File: config.mk
export PLATFORM = sky130hd
export DESIGN_NAME = udp_tx_framer_flat
export DESIGN_NICKNAME = d
export VERILOG_FILES = /design/src/rtl/udp_tx_pkg.sv /design/src/rtl/udp_tx_framer_if.sv /design/src/rtl/udp_tx_delay_line.sv /design/src/rtl/udp_tx_framer.sv /design/src/flat_wrapper.sv
export SDC_FILE = /design/constraint.sdc
export NUM_CORES = 1
export LEC_CHECK = 0
export ABC_AREA = 1
export BUFFER_PORTS_ARGS = -buffer_cell sky130_fd_sc_hd__buf_4
export CORE_UTILIZATION = 60
export CTS_BUF_LIST = sky130_fd_sc_hd__clkbuf_8
export DETAILED_ROUTE_END_ITERATION = 16
export PLACE_DENSITY = 0.91
export SLEW_MARGIN = 20
export SYNTH_ARGS = -nofsm -noshare
export SYNTH_HDL_FRONTEND = slang
export SYNTH_SLANG_ARGS = --single-unit
File: constraint.sdc
create_clock -name app_tx_clk -period 2.9 [get_ports app_tx_clk]
set_input_delay 0.58 -clock app_tx_clk [delete_from_list [all_inputs] [get_ports app_tx_clk]]
set_output_delay 0.58 -clock app_tx_clk [all_outputs]
set_load 0.005 [all_outputs]
File: src/rtl/udp_tx_pkg.sv
// Shared types and constants for the UDP transmit framer.
package udp_tx_pkg;

  typedef enum logic [1:0] {IDLE, ARM, SEND, DRAIN} udp_tx_state_e;

  localparam int UDP_HDR_LEN    = 8;
  localparam int UDP_TX_LATENCY = 9;

  // Header byte idx of an 8-byte UDP header; the checksum field is always zero.
  function automatic logic [7:0] hdr_byte(input logic [2:0]  idx,
                                          input logic [15:0] src,
                                          input logic [15:0] dst,
                                          input logic [15:0] len);
    case (idx)
      3'd0:    return src[15:8];
      3'd1:    return src[7:0];
      3'd2:    return dst[15:8];
      3'd3:    return dst[7:0];
      3'd4:    return len[15:8];
      3'd5:    return len[7:0];
      default: return 8'h00;
    endcase
  endfunction

endpackage

File: src/rtl/udp_tx_framer_if.sv
// Application request/payload side and IP framed-byte side of the UDP framer.
// The master modport is the framer; the slave modport is its environment.
interface udp_tx_framer_if;
  logic        app_tx_data_request;
  logic        app_tx_ack;
  logic        udp_tx_ready;
  logic [7:0]  app_tx_data;
  logic        app_tx_data_valid;
  logic [15:0] udp_data_length;
  logic        ip_tx_ready;
  logic [7:0]  ip_tx_data;
  logic        ip_tx_valid;
  logic        ip_tx_sop;
  logic        ip_tx_eop;
  logic [15:0] ip_tx_length;

  modport master (
    input  app_tx_data_request, app_tx_data, app_tx_data_valid, udp_data_length, ip_tx_ready,
    output app_tx_ack, udp_tx_ready, ip_tx_data, ip_tx_valid, ip_tx_sop, ip_tx_eop, ip_tx_length
  );

  modport slave (
    output app_tx_data_request, app_tx_data, app_tx_data_valid, udp_data_length, ip_tx_ready,
    input  app_tx_ack, udp_tx_ready, ip_tx_data, ip_tx_valid, ip_tx_sop, ip_tx_eop, ip_tx_length
  );
endinterface

File: src/rtl/udp_tx_delay_line.sv
// Fixed-depth shift register of {valid, last, data}; only the qualifiers are reset.
module udp_tx_delay_line #(
  parameter int DATA_W = 8,
  parameter int STAGES = 8
) (
  input  logic              clk,
  input  logic              rst_n,
  input  logic              in_vld,
  input  logic              in_last,
  input  logic [DATA_W-1:0] in_data,
  output logic              out_vld,
  output logic              out_last,
  output logic [DATA_W-1:0] out_data
);

  logic [STAGES-1:0] vld_p;
  logic [STAGES-1:0] last_p;
  logic [DATA_W-1:0] data_p [STAGES];

  always_ff @(posedge clk or negedge rst_n) begin
    if (!rst_n) begin
      vld_p  <= '0;
      last_p <= '0;
    end else begin
      vld_p  <= {vld_p[STAGES-2:0], in_vld};
      last_p <= {last_p[STAGES-2:0], in_last};
    end
  end

  always_ff @(posedge clk) begin
    data_p[0] <= in_data;
    for (int i = 1; i < STAGES; i++) data_p[i] <= data_p[i-1];
  end

  assign out_vld  = vld_p[STAGES-1];
  assign out_last = last_p[STAGES-1];
  assign out_data = data_p[STAGES-1];

endmodule

File: src/rtl/udp_tx_framer.sv
// UDP transmit framer: prepends an 8-byte header to a delayed payload stream.
// Optional packet/byte statistics are built when UDP_TX_STATS_EN is defined.
module udp_tx_framer
  import udp_tx_pkg::*;
#(
  parameter logic [15:0] SRC_PORT = 16'h1F90,
  parameter logic [15:0] DST_PORT = 16'h1F90
) (
  input  logic               app_tx_clk,
  input  logic               reset_n,
  udp_tx_framer_if.master    bus,
  output logic [31:0]        tx_pkt_cnt,
  output logic [31:0]        tx_byte_cnt
);

  udp_tx_state_e state_q, state_d;
  logic [15:0]   len_r;
  logic [15:0]   pcnt_q, pcnt_d;
  logic [2:0]    hcnt_q;
  logic          hdr_busy;
  logic          start, push, push_last, ack_d;
  logic          dl_vld, dl_last;
  logic [7:0]    dl_data;

  always_ff @(posedge app_tx_clk or negedge reset_n) begin
    if (!reset_n) state_q <= IDLE;
    else          state_q <= state_d;
  end

  always_comb begin
    state_d   = state_q;
    pcnt_d    = pcnt_q;
    ack_d     = 1'b0;
    start     = 1'b0;
    push      = 1'b0;
    push_last = 1'b0;
    case (state_q)
      IDLE: begin
        if (bus.app_tx_data_request && bus.ip_tx_ready) begin
          ack_d   = 1'b1;
          state_d = ARM;
        end
      end
      ARM: begin
        // The first valid byte both starts the header and is payload byte 0.
        if (bus.app_tx_data_valid) begin
          start  = 1'b1;
          pcnt_d = '0;
          if (bus.udp_data_length == 16'd0) begin
            state_d = DRAIN;
          end else begin
            push      = 1'b1;
            push_last = (bus.udp_data_length == 16'd1);
            pcnt_d    = 16'd1;
            state_d   = push_last ? DRAIN : SEND;
          end
        end
      end
      SEND: begin
        if (bus.app_tx_data_valid && (pcnt_q < len_r)) begin
          push      = 1'b1;
          pcnt_d    = pcnt_q + 16'd1;
          push_last = (pcnt_d == len_r);
          if (push_last) state_d = DRAIN;
        end
      end
      DRAIN: begin
        if (bus.ip_tx_eop) state_d = IDLE;
      end
      default: state_d = IDLE;
    endcase
  end

  udp_tx_delay_line #(
    .DATA_W (8),
    .STAGES (UDP_TX_LATENCY - 1)
  ) u_delay (
    .clk      (app_tx_clk),
    .rst_n    (reset_n),
    .in_vld   (push),
    .in_last  (push_last),
    .in_data  (bus.app_tx_data),
    .out_vld  (dl_vld),
    .out_last (dl_last),
    .out_data (dl_data)
  );

  // Output register: header bytes take priority while the header counter runs.
  always_ff @(posedge app_tx_clk or negedge reset_n) begin
    if (!reset_n) begin
      bus.app_tx_ack   <= 1'b0;
      bus.ip_tx_data   <= '0;
      bus.ip_tx_valid  <= 1'b0;
      bus.ip_tx_sop    <= 1'b0;
      bus.ip_tx_eop    <= 1'b0;
      bus.ip_tx_length <= '0;
      len_r            <= '0;
      pcnt_q           <= '0;
      hcnt_q           <= '0;
      hdr_busy         <= 1'b0;
    end else begin
      bus.app_tx_ack <= ack_d;
      pcnt_q         <= pcnt_d;
      if (start) begin
        len_r            <= bus.udp_data_length;
        bus.ip_tx_length <= bus.udp_data_length + 16'(UDP_HDR_LEN);
        bus.ip_tx_data   <= hdr_byte(3'd0, SRC_PORT, DST_PORT, 16'd0);
        bus.ip_tx_valid  <= 1'b1;
        bus.ip_tx_sop    <= 1'b1;
        bus.ip_tx_eop    <= 1'b0;
        hcnt_q           <= 3'd1;
        hdr_busy         <= 1'b1;
      end else if (hdr_busy) begin
        bus.ip_tx_data  <= hdr_byte(hcnt_q, SRC_PORT, DST_PORT, bus.ip_tx_length);
        bus.ip_tx_valid <= 1'b1;
        bus.ip_tx_sop   <= 1'b0;
        bus.ip_tx_eop   <= (hcnt_q == 3'd7) && (len_r == 16'd0);
        hcnt_q          <= hcnt_q + 3'd1;
        if (hcnt_q == 3'd7) hdr_busy <= 1'b0;
      end else begin
        bus.ip_tx_data  <= dl_vld ? dl_data : 8'h00;
        bus.ip_tx_valid <= dl_vld;
        bus.ip_tx_sop   <= 1'b0;
        bus.ip_tx_eop   <= dl_vld && dl_last;
      end
    end
  end

  assign bus.udp_tx_ready = reset_n && (state_q == IDLE) && bus.ip_tx_ready;

`ifdef UDP_TX_STATS_EN
  always_ff @(posedge app_tx_clk or negedge reset_n) begin
    if (!reset_n) begin
      tx_pkt_cnt  <= '0;
      tx_byte_cnt <= '0;
    end else if (bus.ip_tx_valid && bus.ip_tx_eop) begin
      tx_pkt_cnt  <= tx_pkt_cnt + 32'd1;
      tx_byte_cnt <= tx_byte_cnt + {16'h0000, bus.ip_tx_length};
    end
  end
`else
  assign tx_pkt_cnt  = '0;
  assign tx_byte_cnt = '0;
`endif

endmodule

File: src/flat_wrapper.sv
// flat-port wrapper written by rule: the top's interface ports become plain ports
module udp_tx_framer_flat import udp_tx_pkg::*;
#(
  parameter logic [15:0] SRC_PORT = 16'h1F90,
  parameter logic [15:0] DST_PORT = 16'h1F90
)
  (app_tx_clk, reset_n, tx_pkt_cnt, tx_byte_cnt, bus_app_tx_data_request, bus_app_tx_data, bus_app_tx_data_valid, bus_udp_data_length, bus_ip_tx_ready, bus_app_tx_ack, bus_udp_tx_ready, bus_ip_tx_data, bus_ip_tx_valid, bus_ip_tx_sop, bus_ip_tx_eop, bus_ip_tx_length);
  udp_tx_framer_if bus_i ();
  input  logic app_tx_clk;
  input  logic reset_n;
  output logic [31:0] tx_pkt_cnt;
  output logic [31:0] tx_byte_cnt;
  input wire logic [$bits(bus_i.app_tx_data_request)-1:0] bus_app_tx_data_request;
  input wire logic [$bits(bus_i.app_tx_data)-1:0] bus_app_tx_data;
  input wire logic [$bits(bus_i.app_tx_data_valid)-1:0] bus_app_tx_data_valid;
  input wire logic [$bits(bus_i.udp_data_length)-1:0] bus_udp_data_length;
  input wire logic [$bits(bus_i.ip_tx_ready)-1:0] bus_ip_tx_ready;
  output wire logic [$bits(bus_i.app_tx_ack)-1:0] bus_app_tx_ack;
  output wire logic [$bits(bus_i.udp_tx_ready)-1:0] bus_udp_tx_ready;
  output wire logic [$bits(bus_i.ip_tx_data)-1:0] bus_ip_tx_data;
  output wire logic [$bits(bus_i.ip_tx_valid)-1:0] bus_ip_tx_valid;
  output wire logic [$bits(bus_i.ip_tx_sop)-1:0] bus_ip_tx_sop;
  output wire logic [$bits(bus_i.ip_tx_eop)-1:0] bus_ip_tx_eop;
  output wire logic [$bits(bus_i.ip_tx_length)-1:0] bus_ip_tx_length;
  assign bus_i.app_tx_data_request = bus_app_tx_data_request;
  assign bus_i.app_tx_data = bus_app_tx_data;
  assign bus_i.app_tx_data_valid = bus_app_tx_data_valid;
  assign bus_i.udp_data_length = bus_udp_data_length;
  assign bus_i.ip_tx_ready = bus_ip_tx_ready;
  assign bus_app_tx_ack = bus_i.app_tx_ack;
  assign bus_udp_tx_ready = bus_i.udp_tx_ready;
  assign bus_ip_tx_data = bus_i.ip_tx_data;
  assign bus_ip_tx_valid = bus_i.ip_tx_valid;
  assign bus_ip_tx_sop = bus_i.ip_tx_sop;
  assign bus_ip_tx_eop = bus_i.ip_tx_eop;
  assign bus_ip_tx_length = bus_i.ip_tx_length;
  udp_tx_framer #(.SRC_PORT(SRC_PORT), .DST_PORT(DST_PORT)) u_core (.app_tx_clk(app_tx_clk), .reset_n(reset_n), .bus(bus_i), .tx_pkt_cnt(tx_pkt_cnt), .tx_byte_cnt(tx_byte_cnt));
endmodule
==> results summary, run 1 <==
The run finished with clean final reports. The share of total power dissipated in combinational logic is 0.316. The length of routed met3 wiring came out at 1462 um.

The number of standard cells in the final layout excluding fillers came out at 926. In the synthesized netlist the dominant register cell turns out to be sky130_fd_sc_hd__dfrtp_1. The data arrival time of the critical path came out at roughly 2500 ps. The number of buffers added by the clock tree synthesis step came out at 17. The net count reported at finish is between 800 and 900. The final routed wirelength across all metal layers is roughly 14,000 um. The synthesized area per cell is 8.855 um2. The largest buffer count on any clock path came out at 2.

The number of failing setup endpoints in the final timing report came out at 0. The post-cts resize count is 0. The tightest min-delay check is of the input pin to asynchronous set/reset pin type.

Counting every instance in the synthesized netlist gives 710. The final total negative setup slack is 0 ps. The static leakage came out at 3.472 nW. After floorplanning, the core was divided into 37 placement rows.

The area of the mapped netlist is around 6300 um2. The clock-pin slew on the worst setup and hold paths came out at approximately 90 ps. The detail-routed net length per standard cell is 14.84 um. The final estimated routing congestion in global placement came out at 0.9389. The via count of the first global-routing pass is 4,635. The cell-internal power came out at 3.812 mW.

The post-synthesis to final-layout area growth is 11.54%. Of the synthesized area, sequential elements account for 0.5182. The share of total power dissipated in the clock network is 0.243.

The wire length the detailed router placed on met1 is 5355 um. The worst slack at placement came out at between 800 and 900 ps. The die is around 100 um wide. Between clock sinks in the finished design, the worst skew comes to ~13 ps. The path type of the worst setup path is flop to flop. Measured against its own limit, the worst slew margin works out to 0.5523. The post-detailed-route DRC marker count came out at 0. The net switching power of the design is roughly 2.4 mW. The number of antenna violations at the first check in global routing came out at 0. The total of warnings raised by yosys came out at 0.

The top routing layer in use is met4. The clock tree root driver cell is sky130_fd_sc_hd__clkbuf_8. Of all nets on the critical path, the largest fanout is 14.

The final critical-path setup slack is around 710 ps. TritonCTS built the clock tree. In this run the remaining antenna-violating nets after routing total 0. The clock latency at the later pin of the worst-skew pair came out at approximately 450 ps.

The part of the total power dissipated in sequential elements came out at 0.441. Dividing the final minimum period by the clock period gives 0.7558. The starting DRC count in detailed routing is between 300 and 400. The core region is just over 10,000 um2.

Hold timing on the final database bottoms out at a slack of between 40 and 50 ps. The pre-antenna-repair detailed-routing pass consisted of 7 iterations. Setup repair after global routing left no endpoint under its margin.

Across every metal layer, demand over resource in global routing totals 0.2661. The total clock sinks came out at between 100 and 150. The minimum clock period after layout came out at between 2000 and 2500 ps. The total die area came out at between 10,000 and 15,000 um2. Buffers placed on the I/O ports in this run total 57. After synthesis, the netlist uses 32 different library cells. The effective utilization at floorplan came out at 0.6145.

The via count is 4,922. STA classifies the critical path endpoint as a flop. The flip-flop and latch count after synthesis is 143. The required time of the critical path came out at 3240 ps. Including well taps, the total number of placed cells is 894.

IR analysis of the VDD net gives a maximum drop of 470.0 uV. The final max-slew violation count was 0. The fill cell total of the finished layout is ~770. The number of enable flip-flop cells after synthesis came out at 0.

The number of top-level pins is around 120. Entering global routing, the biggest net connects 55 pins. The peak clock frequency supported by timing came out at roughly 460 MHz.

The HPWL after detailed placement came out at just under 10,000 um. In the detailed route, the total length drawn on met2 is 6379 um. Post-CTS timing repair inserted 0 buffers for setup. The residual overflow from global routing is 0. The die height came out at 104.4 um.

The H-tree depth reported by CTS came out at 4. The fraction of power spent switching nets is 0.3876. The tool flagged a number of max-cap violations equal to 0. The hold violation count in the final report is 0. The number of antenna diodes in the final layout is 0. The share of post-route cells with drive strength above 1 is 0.1392. The startpoint kind of the worst setup timing path is a flop. The via density per instance is between 5 and 6. The quantity of hold-fixing buffers added after cts came out at 0. The share of synthesized registers carrying an async set or reset came out at 0.5524. The transition time at the pin with the least slew margin is 671.6 ps.

The first global-routing pass estimated 22,160 um of wire. The final core area utilization came out at 0.6855. The power density over cell area came out at 887.7 nW/um2.
[cell type report]
class	instances	area [um2]	share of cell area
sequential	143	3258	0.4646
multi-input combinational	477	2440	0.3479
timing repair buffer	64	480.5	0.06851
inverter	74	277.8	0.03961
clock buffer	18	247.7	0.03533
tap	136	170.2	0.02426
clock inverter	14	138.9	0.01980
[registers in the layout, summed over array words and instances (netlist names)]
name	count
u_core.state_q	2
u_core.pcnt_q	16
u_core.bus.ip_tx_data	8
u_core.bus.ip_tx_eop	1
u_core.hdr_busy	1
u_core.hcnt_q	3
u_core.len_r	16
u_core.bus.app_tx_ack	1
u_core.bus.ip_tx_length	13
u_core.bus.ip_tx_sop	1
u_core.bus.ip_tx_valid	1
u_core.u_delay.data_p	64
u_core.u_delay.vld_p	8
u_core.u_delay.last_p	8
[synthesized netlist by cell type, types with 2 or more instances]
| library cell | number | area [um2] |
|---|---|---|
| sky130_fd_sc_hd__buf_1 | 2 | 7.510 |
| sky130_fd_sc_hd__dfrtp_1 | 79 | 1977 |
| sky130_fd_sc_hd__nor2_1 | 31 | 116.4 |
| sky130_fd_sc_hd__nor2_2 | 5 | 31.28 |
| sky130_fd_sc_hd__nand4_1 | 14 | 87.58 |
| sky130_fd_sc_hd__o21bai_1 | 2 | 15.01 |
| sky130_fd_sc_hd__nor4_1 | 5 | 31.28 |
| sky130_fd_sc_hd__nand3_2 | 2 | 20.02 |
| sky130_fd_sc_hd__xnor2_1 | 2 | 17.52 |
| sky130_fd_sc_hd__o22ai_1 | 2 | 12.51 |
| sky130_fd_sc_hd__o31ai_1 | 9 | 67.56 |
| sky130_fd_sc_hd__nand3_1 | 61 | 305.3 |
| sky130_fd_sc_hd__nand2_1 | 159 | 596.8 |
| sky130_fd_sc_hd__a21oi_1 | 20 | 100.1 |
| sky130_fd_sc_hd__nand2_2 | 3 | 18.77 |
| sky130_fd_sc_hd__o211ai_1 | 6 | 45.04 |
| sky130_fd_sc_hd__o221ai_1 | 2 | 17.52 |
| sky130_fd_sc_hd__nand3b_1 | 2 | 15.01 |
| sky130_fd_sc_hd__buf_4 | 67 | 503.0 |
| sky130_fd_sc_hd__ha_1 | 28 | 350.3 |
| sky130_fd_sc_hd__dfxtp_1 | 64 | 1281 |
| sky130_fd_sc_hd__xor2_1 | 4 | 35.03 |
| sky130_fd_sc_hd__clkbuf_1 | 10 | 37.54 |
| sky130_fd_sc_hd__nor3_1 | 6 | 30.03 |
| sky130_fd_sc_hd__o21ai_0 | 38 | 190.2 |
| sky130_fd_sc_hd__o21ai_1 | 2 | 10.01 |
| sky130_fd_sc_hd__a22oi_1 | 5 | 37.54 |
| sky130_fd_sc_hd__inv_1 | 74 | 277.8 |
| sky130_fd_sc_hd__nor2_4 | 3 | 33.78 |
[power by group through the flow]
stage	clock network, mW	logic [mW]	registers, mW
after floorplan	0	1.29	2.65
after global placement	0	1.83	2.73
after detailed placement	0	1.91	2.75
after CTS	1.53	1.95	2.72
after global routing	1.63	2.20	2.78
final	1.51	1.97	2.74
[per-stage QoR]
step	instance area (um2)	power [mW]
6_report	7013	6.225
5_1_grt	7013	6.612
4_1_cts	7013	6.205
3_5_place_dp	6626	4.661
3_3_place_gp	6626	4.565
2_1_floorplan	6524	3.935
[cell families (layout without fill, tap and decap cells)]
logic type | Yosys count | count (layout) | synth area share
fa+ha+maj | 28 | 28 | 0.05572
other cells | 1 | 64 | 0.0005964
compound gates | 87 | 87 | 0.08020
buf+inv | 153 | 170 | 0.1313
flops | 143 | 143 | 0.5182
simple gates | 292 | 292 | 0.2056
xor+xnor | 6 | 6 | 0.008358
[routing by layer]
layer	GRT usage	vias up
li1	-	2323
met1	0.3296	2236
met2	0.4219	299
met3	0.07519	64
met4	0.1418	0
met5	0	-
[layout by cell type (no fill, tap or decap), types with 20 or more instances in the layout]
cell	count
sky130_fd_sc_hd__nor2_1	31
sky130_fd_sc_hd__inv_1	74
sky130_fd_sc_hd__nand2_1	159
sky130_fd_sc_hd__ha_1	28
sky130_fd_sc_hd__dfxtp_1	64
sky130_fd_sc_hd__conb_1	64
sky130_fd_sc_hd__buf_4	64
sky130_fd_sc_hd__a21oi_1	20
sky130_fd_sc_hd__dfrtp_1	79
sky130_fd_sc_hd__o21ai_0	38
sky130_fd_sc_hd__nand3_1	61
[final timing paths]
path,from,to,slack [ps],cells past startpoint
setup / recovery,u_core.pcnt_q[3]$_DFFE_PN0P_,u_core.pcnt_q[3]$_DFFE_PN0P_,710,11
hold / removal,reset_n,u_core.pcnt_q[12]$_DFFE_PN0P_,50,1
setup reg to reg,u_core.pcnt_q[3]$_DFFE_PN0P_,u_core.pcnt_q[3]$_DFFE_PN0P_,710,11
hold reg to reg,u_core.u_delay.data_p[3][2]$_DFF_P_,u_core.u_delay.data_p[4][2]$_DFF_P_,330,0
max in group asynchronous,reset_n,u_core.bus.ip_tx_length[6]$_DFFE_PN0P_,1850,2
min in group app_tx_clk,bus_app_tx_data[4],u_core.u_delay.data_p[0][4]$_DFF_P_,230,1
[worst max-delay path, stage by stage (launching register included)]
cell and delay, ps:
sky130_fd_sc_hd__dfrtp_1 490, sky130_fd_sc_hd__ha_1 360, sky130_fd_sc_hd__a21oi_1 180, sky130_fd_sc_hd__o21ai_0 110, sky130_fd_sc_hd__nand2_1 70, sky130_fd_sc_hd__nand2_1 80, sky130_fd_sc_hd__nand2_1 70, sky130_fd_sc_hd__nand3_1 120
sky130_fd_sc_hd__nand2_1 90, sky130_fd_sc_hd__nand2_1 60, sky130_fd_sc_hd__buf_4 190, sky130_fd_sc_hd__o31ai_1 260
Power figures use the tool's default switching activity.
==> run 2, diff against run 1 <==
Settings changed: CORE_UTILIZATION 60 to 57, PLACE_DENSITY 0.91 to 0.87.
Clock period 2.9 ns to 2.1 ns, I/O delays scaled along.
==> run 2 against run 1 <==
The flow now finishes with violations (negative hold slack, negative setup slack). Non-clock buffer count grew 31. Cell area increased by 7.1%. Die area grew 5.2%. Sequential share of layout area fell by 3.0 points. Cell count increased by 3.5%. Clock power grew 42%. Highest routed layer unchanged.
==> results summary, run 2 (synthesized netlist as in run 1, its figures left out) <==
The max-cap violation count was 0 (unchanged). TritonCTS built the clock tree. The required time of the critical path came to 2470 ps (-770 ps). The minimum clock period after layout is 2106 ps (-85.32 ps). The overall track demand over capacity in global routing came out at 0.2748 (+0.008752). The die height came to 107.0 um (+2.5%). The total clock sinks came out at 143 (unchanged). The number of antenna violations at the first check in global routing is 0 (unchanged). The power density over cell area is 1254 nW/um2 (+41%). The effective utilization at floorplan came out at 0.5983 (-0.01624). The number of top-level pins is 122 (unchanged). Leaving out fill and tap cells, the most frequent cell in the layout is sky130_fd_sc_hd__nand2_1. The register with the highest flop count is u_core.u_delay.data_p. The portion of the clock cycle consumed by the worst path in the final layout is 1.003 (+0.2473).

The total buffers and inverters traversed by the critical path is 2 (+1). The final core area utilization is 0.7148 (+0.02939). The static leakage came out at 3.686 nW (+6.2%). The reg2reg setup slack is -6 ps (-710 ps). The H-tree depth reported by CTS is 4 (unchanged). The share of post-route cells with drive strength above 1 came out at 0.2168 (+0.07757).

The headroom to the max-slew limit came out at 0.6471 (+0.09482). The final max-slew violation count came out at 0 (unchanged). The quantity of hold-fixing buffers added after cts is 0 (unchanged). The total die area is 11,450 um2 (+5.2%). The cell total after placement is 912 (+2.0%). The clock-pin slew on the worst setup and hold paths is 90 ps (about the same). The placeable core region was 10,510 um2 (+2.7%). The worst clock skew on the final layout came out at 14.42 ps (+1.800 ps).

The post-synthesis to final-layout area growth came out at 19.48%. The library cells used most frequently in the layout, excluding fill and tap cells, are sky130_fd_sc_hd__nand2_1, sky130_fd_sc_hd__buf_4, sky130_fd_sc_hd__dfrtp_1. The slowest stage of the critical path is the sky130_fd_sc_hd__dfrtp_1 cell.

Setup repair after global routing could not meet its margin everywhere. The residual overflow from global routing is 0 (unchanged). The final routed wirelength across all metal layers came to 15,940 um (+16%).

The most common cell type on the critical path is sky130_fd_sc_hd__nand2_2. The remaining antenna violation count after routing is 0 (unchanged). The capturing point of the worst reg2reg path is u_core.pcnt_q[3]$_DFFE_PN0P_. The hold violation count in the final report is 8 (+8). Among cell families on the critical path, the largest total delay comes from simple AND/OR/NAND/NOR gates. The largest net degree at the start of global routing is 80 (+45%). The horizontal extent of the die came out at 107.0 um (+2.5%). The post-detailed-route DRC marker count is 0 (unchanged).

The clock latency at the later pin of the worst-skew pair came out at 470 ps (+20 ps). The number of placement rows came out at 37 (unchanged). The top fanout value on the critical path is 8 (-6).

The data arrival time of the critical path was 2480 ps (-50 ps). The critical path goes through buf_4, ha_4, a21oi_2, nor2_1, nor3_2, nand2_2, nand2_2, nand3_4, nand2_2, nand2_4, clkbuf_16, o31ai_2. The peak supply drop was 722.9 uV (+54%). The final total negative setup slack was -6.499 ps (-6.499 ps). The delay of the slowest critical-path stage came to 400 ps (-90 ps). The endpoint kind of the worst setup timing path is a flop. The via count is 5,288 (+7.4%). The detail-routed net length per standard cell came out at 16.64 um (+12%).

CTS placed an instance of sky130_fd_sc_hd__clkbuf_8 at the clock tree root. The post-route cell area came out at 7512 um2 (+7.1%). The starting DRC count in detailed routing is 543 (+38%). The worst reg-to-reg path cell count was 12 (+1). The worst setup path is of the flop to flop kind. The min-delay analysis places its worst path in the category input pin to asynchronous set/reset pin. The worst hold margin is -11.40 ps (-57.98 ps).

The number of standard cells in the final layout excluding fillers came out at 958 (+3.5%). The via count of the first global-routing pass came out at 4,771 (+2.9%). The number of I/O port buffers is 57 (unchanged). The length of the first detailed-routing pass in iterations came out at 7 (unchanged). The via density per instance is 5.520 (+3.8%).

The number of failing setup endpoints in the final timing report is 1 (+1). In this run the critical register-to-register path is launched from u_core.pcnt_q[5]$_DFFE_PN0P_. The transition time at the pin with the least slew margin came out at 522.5 ps (-149.1 ps). The final estimated routing congestion in global placement was 0.9373 (-0.17%). The flip-flop count of the largest register, all copies and words added came out at 64 (unchanged).

The number of buffers added by the clock tree synthesis step came out at 17 (unchanged). The worst slack at placement is -17.56 ps (-831.9 ps). The power after layout is 9.422 mW (+51%).

The startpoint kind of the worst setup timing path is a flop. The final critical-path setup slack is -6.499 ps (-714.7 ps). The HPWL after detailed placement came to 10,610 um (+8.8%).

The peak clock frequency supported by timing is 474.7 MHz (+4.1%). The net count reported at finish is 865 (+3.7%). The post-place instance area is 6787 um2 (+2.4%).

The largest registers in the layout are u_core.u_delay.data_p: 64 flops, u_core.len_r: 16 flops, u_core.pcnt_q: 16 flops. The largest buffer count on any clock path is 2 (unchanged). The checks that failed: negative hold slack, negative setup slack.

The wire length of the first global-routing pass came out at 23,650 um (+6.7%). The run finished, with violations left.
-- run 2: cell count changes in the layout (fill, tap and decap cells not counted), moves of 5 or more --
cell and change:
sky130_fd_sc_hd__nand2_2 +8, sky130_fd_sc_hd__nor2_1 -5, sky130_fd_sc_hd__nand2_1 -9, sky130_fd_sc_hd__o31ai_2 +7, sky130_fd_sc_hd__o31ai_1 -8, sky130_fd_sc_hd__buf_4 +25
-- run 2: routing by layer --
metal,part of all wire,vias to the layer above,track usage,wire [um]
met5,0,-,0,0
met4,0.031,0,0.1204,488
met3,0.10,57,0.08207,1643
met2,0.48,359,0.4350,7628
met1,0.39,2478,0.3488,6178
li1,-,2394,-,-
-- run 2: what timing repair did --
item / in CTS / in global routing
setup buffers: 2 / 8
gates resized for setup: 1 / 49
setup endpoints to repair: 2 / 21
cloned: 0 / 3
pin swaps: 0 / 10
-- run 2: how the worst max path moves through the flow --
stage                                              from  cells past startpoint                            end  slack, ps
after floorplan           u_core.pcnt_q[15]$_DFFE_PN0P_                      9  u_core.pcnt_q[11]$_DFFE_PN0P_        240
after global placement     u_core.pcnt_q[1]$_DFFE_PN0P_                     14  u_core.state_q[0]$_DFFE_PN0P_         60
after detailed placement   u_core.pcnt_q[1]$_DFFE_PN0P_                     14  u_core.state_q[0]$_DFFE_PN0P_        -20
after CTS                   u_core.len_r[5]$_DFFE_PN0P_                     12  u_core.pcnt_q[14]$_DFFE_PN0P_         30
after global routing       u_core.pcnt_q[5]$_DFFE_PN0P_                     12   u_core.pcnt_q[3]$_DFFE_PN0P_       -110
final                      u_core.pcnt_q[5]$_DFFE_PN0P_                     12   u_core.pcnt_q[3]$_DFFE_PN0P_         -6
-- run 2: worst reg2reg max path, delay by kind of cell (launching register included) --
kind            cells  cell delay (ps)
simple gates        7              690
flops               1              400
compound gates      2              340
buf+inv             2              340
fa+ha+maj           1              240
-- run 2: layout make-up --
cell class	instances	area, um2
Antenna cell	1	2.502
Clock buffer	17	234.0
Clock inverter	15	150.1
Fill cell	711	2997
Inverter	74	277.8
Multi-Input combinational cell	477	2635
Sequential cell	143	3262
Tap cell	136	170.2
Timing Repair Buffer	95	780.7
-- run 2: power breakdown --
part           switching [mW]  total (mW)  internal (mW)
clock                    1.17        2.15          0.979
combinational            2.09        3.55           1.47
sequential              0.428        3.72           3.30
